--- src/rtl/dffsr_ctrl_seq.sv ---
// dffsr_ctrl_seq: sequences exclusive fixed-width preset/clear pulses with a post-pulse idle gap
module dffsr_ctrl_seq #(
  parameter int SYNC_STAGES = 2,
  parameter int PULSE_W     = 4,
  parameter int GAP_W       = 2
) (
  input  logic       clk,
  input  logic       clr,
  input  logic       req_valid,
  input  logic       req_kind,
  output logic       req_ready,
  output logic       pre_out,
  output logic       clr_out,
  output logic       rst_sync_n,
  output logic       busy,
  output logic       done,
  output logic [7:0] pulse_count
);
  typedef enum logic [1:0] {RST_HOLD, IDLE, PULSE, GAP} state_t;
  localparam logic [7:0] PW_M1 = 8'(PULSE_W - 1);
  localparam logic [7:0] GW_M1 = 8'(GAP_W > 0 ? GAP_W - 1 : 0);
  state_t state_q, state_d;
  logic [SYNC_STAGES-1:0] sync_q;
  logic [7:0] cnt_q, cnt_d, count_q, count_d;
  logic pre_q, pre_d, clr_q, clr_d, busy_q, busy_d, done_q, done_d, fin;
  always_ff @(posedge clk or negedge clr) begin
    if (!clr) begin
      sync_q  <= '0;
      state_q <= RST_HOLD;
      cnt_q   <= '0;
      count_q <= '0;
      pre_q   <= 1'b0;
      clr_q   <= 1'b0;
      busy_q  <= 1'b0;
      done_q  <= 1'b0;
    end else begin
      sync_q  <= {sync_q[SYNC_STAGES-2:0], 1'b1};
      state_q <= state_d;
      cnt_q   <= cnt_d;
      count_q <= count_d;
      pre_q   <= pre_d;
      clr_q   <= clr_d;
      busy_q  <= busy_d;
      done_q  <= done_d;
    end
  end
  // Last cycle of the pulse (when there is no gap) or of the gap returns to IDLE.
  assign fin = cnt_q == 8'd0 && (state_q == GAP || (state_q == PULSE && GAP_W == 0));
  always_comb begin
    state_d = state_q;
    cnt_d   = cnt_q;
    count_d = count_q;
    pre_d   = pre_q;
    clr_d   = clr_q;
    busy_d  = busy_q;
    done_d  = 1'b0;
    case (state_q)
      RST_HOLD: state_d = rst_sync_n ? IDLE : RST_HOLD;
      IDLE: if (req_valid) begin
        state_d = PULSE;
        cnt_d   = PW_M1;
        pre_d   = req_kind;
        clr_d   = !req_kind;
        busy_d  = 1'b1;
      end
      PULSE: if (cnt_q == 8'd0) begin
        pre_d   = 1'b0;
        clr_d   = 1'b0;
        state_d = GAP;
        cnt_d   = GW_M1;
      end else cnt_d = cnt_q - 8'd1;
      GAP: cnt_d = cnt_q == 8'd0 ? cnt_q : cnt_q - 8'd1;
      default: state_d = RST_HOLD;
    endcase
    if (fin) begin
      state_d = IDLE;
      busy_d  = 1'b0;
      done_d  = 1'b1;
      count_d = count_q == 8'hff ? count_q : count_q + 8'd1;
    end
  end
  assign req_ready   = state_q == IDLE;
  assign rst_sync_n  = sync_q[SYNC_STAGES-1];
  assign pre_out     = pre_q;
  assign clr_out     = clr_q;
  assign busy        = busy_q;
  assign done        = done_q;
  assign pulse_count = count_q;
  excl_a: assert property (@(posedge clk) disable iff (!clr) !(pre_q && clr_q));
endmodule

--- config.mk ---
export PLATFORM = sky130hd
export DESIGN_NAME = dffsr_ctrl_seq
export DESIGN_NICKNAME = d
export VERILOG_FILES = /design/src/rtl/dffsr_ctrl_seq.sv
export SDC_FILE = /design/constraint.sdc
export NUM_CORES = 1
export LEC_CHECK = 0
export CAP_MARGIN = 20
export CORE_ASPECT_RATIO = 1.75
export CORE_MARGIN = 2
export CORE_UTILIZATION = 40
export CTS_CLUSTER_DIAMETER = 50
export DETAILED_ROUTE_END_ITERATION = 12
export HOLD_SLACK_MARGIN = 0.15
export MAX_ROUTING_LAYER = met4
export SYNTH_ARGS = -nofsm -noshare
export SYNTH_HDL_FRONTEND = slang
export SYNTH_SLANG_ARGS = --single-unit
--- constraint.sdc ---
create_clock -name clk -period 5.6 [get_ports clk]
set_clock_uncertainty 0.2 [all_clocks]
set_input_delay 1.12 -clock clk [delete_from_list [all_inputs] [get_ports clk]]
set_output_delay 1.12 -clock clk [all_outputs]
set_load 0.02 [all_outputs]
# Yosys cells after proc, flatten, opt, wreduce, memory -nomap -nowiden
# Cells that the tools add are included.
# W data, S select, Z words.
classes:
  n_reduce_logical: 14
  eq_ne: 9
  n_bitwise: 1
  n_mux: 18
  addsub: 2
op_table:
  columns: ["op", "count"]
  rows:
  - ["$mux W8", 3]
  - ["$pmux W8 S3", 1]
  - ["$reduce_and A3 Y1", 3]
  - ["$add A8 B1 Y8 const B", 1]
  - ["$eq A8 B8 Y1 const B", 1]
  - ["$logic_not A8 Y1", 1]
  - ["$mux W1", 8]
  - ["$sub A8 B1 Y8 const B", 1]
  - ["$mux W2", 3]
  - ["$ne A3 B2 Y1 const B", 2]
  - ["$pmux W2 S3", 1]
  - ["$reduce_bool A2 Y1", 3]
  - ["$eq A2 B2 Y1 const B", 2]
  - ["$ne A2 B2 Y1 const B", 2]
  - ["$pmux W1 S2", 2]
  - ["$reduce_and A2 Y1", 2]
  - ["$reduce_bool A4 Y1", 1]
  - ["$reduce_bool A3 Y1", 1]
  - ["$eq A2 B1 Y1 const B", 1]
  - ["$logic_not A2 Y1", 1]
  - ["$ne A2 B1 Y1 const B", 1]
  - ["$logic_and A1 B1 Y1", 1]
  - ["$logic_not A1 Y1", 1]
  - ["$not A1 Y1", 1]
totals:
  regBits: 24
  output_inout_bits: 14
  wordCells: 52
  in_bits: 4

# Logic depth before layout (Yosys ltp)
logic_depth:
  depth_word: 4
  depth_mapped: 8
  ltp_nobuf: 7

# Worst setup path after synthesis
# Ideal clock, no wire load.
synth_path:
  path_kind: "input port to flip-flop"
  start: "input port req_valid"
  end: "register cnt_q[4]"
  stages: 5
  path_buffers: 1
  arrival_ns: 2.095
  setup_time_ns: 0.078
  setup_slack_ns: 3.228
  required_ns: 5.322
  cell_sequence: "nand2b_1 -> nand2b_1 -> clkbuf_1 -> or4_1 -> a21oi_1"
synth_between:
  elab_chain_len: 2
synth_lines:
  columns: ["element", "line", "text"]
  rows:
  - ["start: declaration", "9", "input logic req_valid,"]
  - ["$ne A2 B2 Y1 (no source line)", null, null]
  - ["$reduce_and A3 Y1 (no source line)", null, null]
  - ["end signal: assignment", "39", "cnt_q <= cnt_d;"]
  - ["end: declaration", "24", "logic [7:0] cnt_q, cnt_d, count_q, count_d;"]
# Every way passes these cells.
# A chain may end at the register's enable or synchronous reset.

# Worst setup path after layout
layout_path:
  start: "register state_q[1]"
  end: "output port req_ready"
layout_between:
  elab_chain_len: 1
layout_lines:
  columns: ["element", "line", "text"]
  rows:
  - ["start: declaration", "22", "state_t state_q, state_d;"]
  - ["start signal: assignment", "38", "state_q <= state_d;"]
  - ["$eq A2 B1 Y1", "82", "assign req_ready = state_q == IDLE;"]
  - ["end: declaration", "11", "output logic req_ready,"]
# Every way passes these cells.

==> flow_metrics.env <==
export IMPL_reg2reg_depth=6
export IMPL_tns_ns=0
export IMPL_drt_total_wl_microns=2580
export IMPL_cts_root_buf="clkbuf_8"
export IMPL_hold_viol_final=0
export IMPL_stdcell_count=189
export IMPL_core_area_sq_mm=0.00314
export IMPL_intPower_mw=0.464
export IMPL_worstPathRequired_ns=4.28
export IMPL_drive_above_1_share_pct=9.59
export IMPL_synthArstFlopShare_pct=100
export IMPL_fill_cells=289
export IMPL_syn_num_nets=138
export IMPL_worstSetupPathType="reg -> out"
export IMPL_worstPathMaxFanout=7
export IMPL_worst_pin_slew_ns=0.530
export IMPL_cts_hold_buf=0
export IMPL_combPwrFrac_pct=48.8
export IMPL_area_growth_pct=21.2
export IMPL_whs_endpoint="sync_q[1]$_DFF_PN0_"
export IMPL_maxCapViolations=0
export IMPL_cts_htree_levels=1
export IMPL_worstReg2RegStart="cnt_q[0]$_DFFE_PN0P_"
export IMPL_start_util_pct=41.9
export IMPL_ys_seq_area_share_pct=45.6
export IMPL_drv_slew=0
export IMPL_clock_latency_ns=0.26
export IMPL_start_kind="register"
export IMPL_p_leak_nw=0.682
export IMPL_overflow=0
export IMPL_grt_pass1_wl_microns=4740
export IMPL_rsz0062_at_grt="no"
export IMPL_status="completed"
export IMPL_place_ws_ns=2.57
export IMPL_via_count=1035
export IMPL_clkPwrFrac_pct=14.9
export IMPL_peakVddDrop_v=0.000244
export IMPL_synth_edff_count=0
export IMPL_syn_inst=127
export IMPL_clock_path_buffers=2
export IMPL_antenna_cells=0
export IMPL_max_slew_margin_pct=64.5
export IMPL_drtIter0Drc=12
export IMPL_max_freq_mhz=330
export IMPL_wire_per_inst_microns=13.6
export IMPL_antenna_found_initial=0
export IMPL_nets=158
export IMPL_timing_final_crit_share_pct=54.2
export IMPL_cts_clk_slew_worst_paths_ns=0.08
export IMPL_first_pass_iters=4
export IMPL_setup_violations=0
export IMPL_synth_warnings=0
export IMPL_synth_seq_cells=24
export IMPL_synth_avg_cell_area_sq_um=10.4
export IMPL_holdCritStartpoint="sync_q[0]$_DFF_PN0_"
export IMPL_portBuffers=17
export IMPL_place_hpwl_microns=1930
export IMPL_post_route_min_period_ns=3.03
export IMPL_yosysUniqueCellTypes=43
export IMPL_layout_commonest_cell="dfrtp_1"
export IMPL_powerDensity_mw_per_mm2=498
export IMPL_place_gp_congestion=0.879
export IMPL_core_rowCount=27
export IMPL_grt_max_degree=25
export IMPL_grt_usage_pct=17.2
export IMPL_postCtsSetupBuffers=0
export IMPL_pin_count=18
export IMPL_via_per_inst=5.48
export IMPL_reg2reg_setup_slack_ns=3.36
export IMPL_die_h_microns=79.9
export IMPL_min_path_type="reg -> reg"
export IMPL_place_area_sq_mm=0.00153
export IMPL_cts_buffers=3
export IMPL_switchingPower_mw=0.329
export IMPL_grt_pass1_vias=1086
export IMPL_seqPwrFrac_pct=36.3
export IMPL_arrival_ns=1.71
export IMPL_design_power_total_mw=0.794
export IMPL_holdWs_ns=0.162
export IMPL_drcViolationCount=0
export IMPL_hold_depth=0
export IMPL_placed_cells=184
export IMPL_dieArea_sq_mm=0.00378
export IMPL_final_cell_mix="24 x dfrtp_1, 17 x clkdlybuf4s50_1, 11 x a21oi_1, 8 x nor2_1"
export IMPL_post_route_cell_area_sq_mm=0.00160
export IMPL_startpoint="state_q[1]$_DFFE_PN0P_"
export IMPL_die_width_microns=47.4
export IMPL_end_kind="output port"
export IMPL_ys_flop_type="dfrtp_1"
export IMPL_ant_nets=0
export IMPL_cts_resized=0
export IMPL_clkSinkCount=24
export IMPL_switching_share_pct=41.5
export IMPL_fin_ws_ns=2.57
export IMPL_syn_area_sq_mm=0.00132
export IMPL_fin_util_pct=50.8
export IMPL_tritoncts="done"
export IMPL_rr_endpoint="cnt_q[4]$_DFFE_PN0P_"
[cell type report]
type,instances,area (sq um),area share [%]
Timing Repair Buffer,18,185,11.6
Tap cell,43,53.8,3.37
Clock buffer,4,55.1,3.45
Inverter,7,26.3,1.65
Sequential cell,24,601,37.6
Multi-Input combinational cell,93,674,42.3
[cell usage after synthesis, types with 2 or more instances]
cell type / number / share of area [%]
o2bb2ai_1: 3 / 2.0
nand2b_1: 3 / 1.4
or4_1: 2 / 1.1
or3_1: 5 / 2.4
o21ai_0: 5 / 1.9
nor3_1: 3 / 1.1
nor2_1: 8 / 2.3
clkbuf_1: 2 / 0.57
xor2_1: 4 / 2.7
dfrtp_1: 24 / 46
ha_1: 7 / 6.7
mux2_2: 3 / 2.6
nand3_1: 2 / 0.76
nand4_1: 3 / 1.4
nand2_1: 7 / 2.0
a21oi_1: 11 / 4.2
o31ai_1: 2 / 1.1
nor4_1: 2 / 0.95
inv_1: 6 / 1.7
mux2i_1: 2 / 1.5
[routing by layer]
layer	GRT usage, %	vias up	wire length, microns
met5	-	-	0
li1	-	503	-
met1	20.3	505	1070
met2	28.8	23	1410
met3	2.04	4	60
met4	5.83	0	36
[worst max-delay path, cell delays in order, from the launching register on]
cell             delay, ns
dfrtp_1               0.41
inv_1                 0.12
ha_1                  0.28
clkdlybuf4s50_1       0.64
[flip-flops by register name, summed over array words and instances (netlist names)]
name	flops
sync_q	2
clr_out	1
done	1
cnt_q	8
state_q	2
pulse_count	8
pre_out	1
busy	1
[power groups by stage]
stage	Sequential, mW	Combinational, mW	Clock [mW]
finish	0.288	0.388	0.118
global route	0.297	0.440	0.128
CTS	0.289	0.392	0.122
detailed placement	0.292	0.391	0
global placement	0.290	0.382	0
floorplan	0.302	0.267	0
[cell families (layout without fill, tap and decap cells)]
group,Yosys count,after routing,share of synthesized area (%)
AOI/OAI and AO/OA,29,29,14.4
xor gates and xnor gates,5,5,3.33
adders and majority gates,7,7,6.65
buffers and inverters,10,29,3.14
DFF,24,24,45.6
muxes,5,5,4.09
other,1,1,0.285
and+or+nand+nor,46,46,22.4
[how the worst max path moves through the flow]
stage	cells after the start	slack [ns]	endpoint
after CTS	3	2.54	req_ready
after global routing	3	2.47	req_ready
after floorplan	5	3.23	cnt_q[4]$_DFFE_PN0P_
after detailed placement	5	2.57	cnt_q[7]$_DFFE_PN0P_
final	3	2.57	req_ready
after global placement	5	2.61	cnt_q[4]$_DFFE_PN0P_
Note: power is estimated with default switching activity, not from simulation.
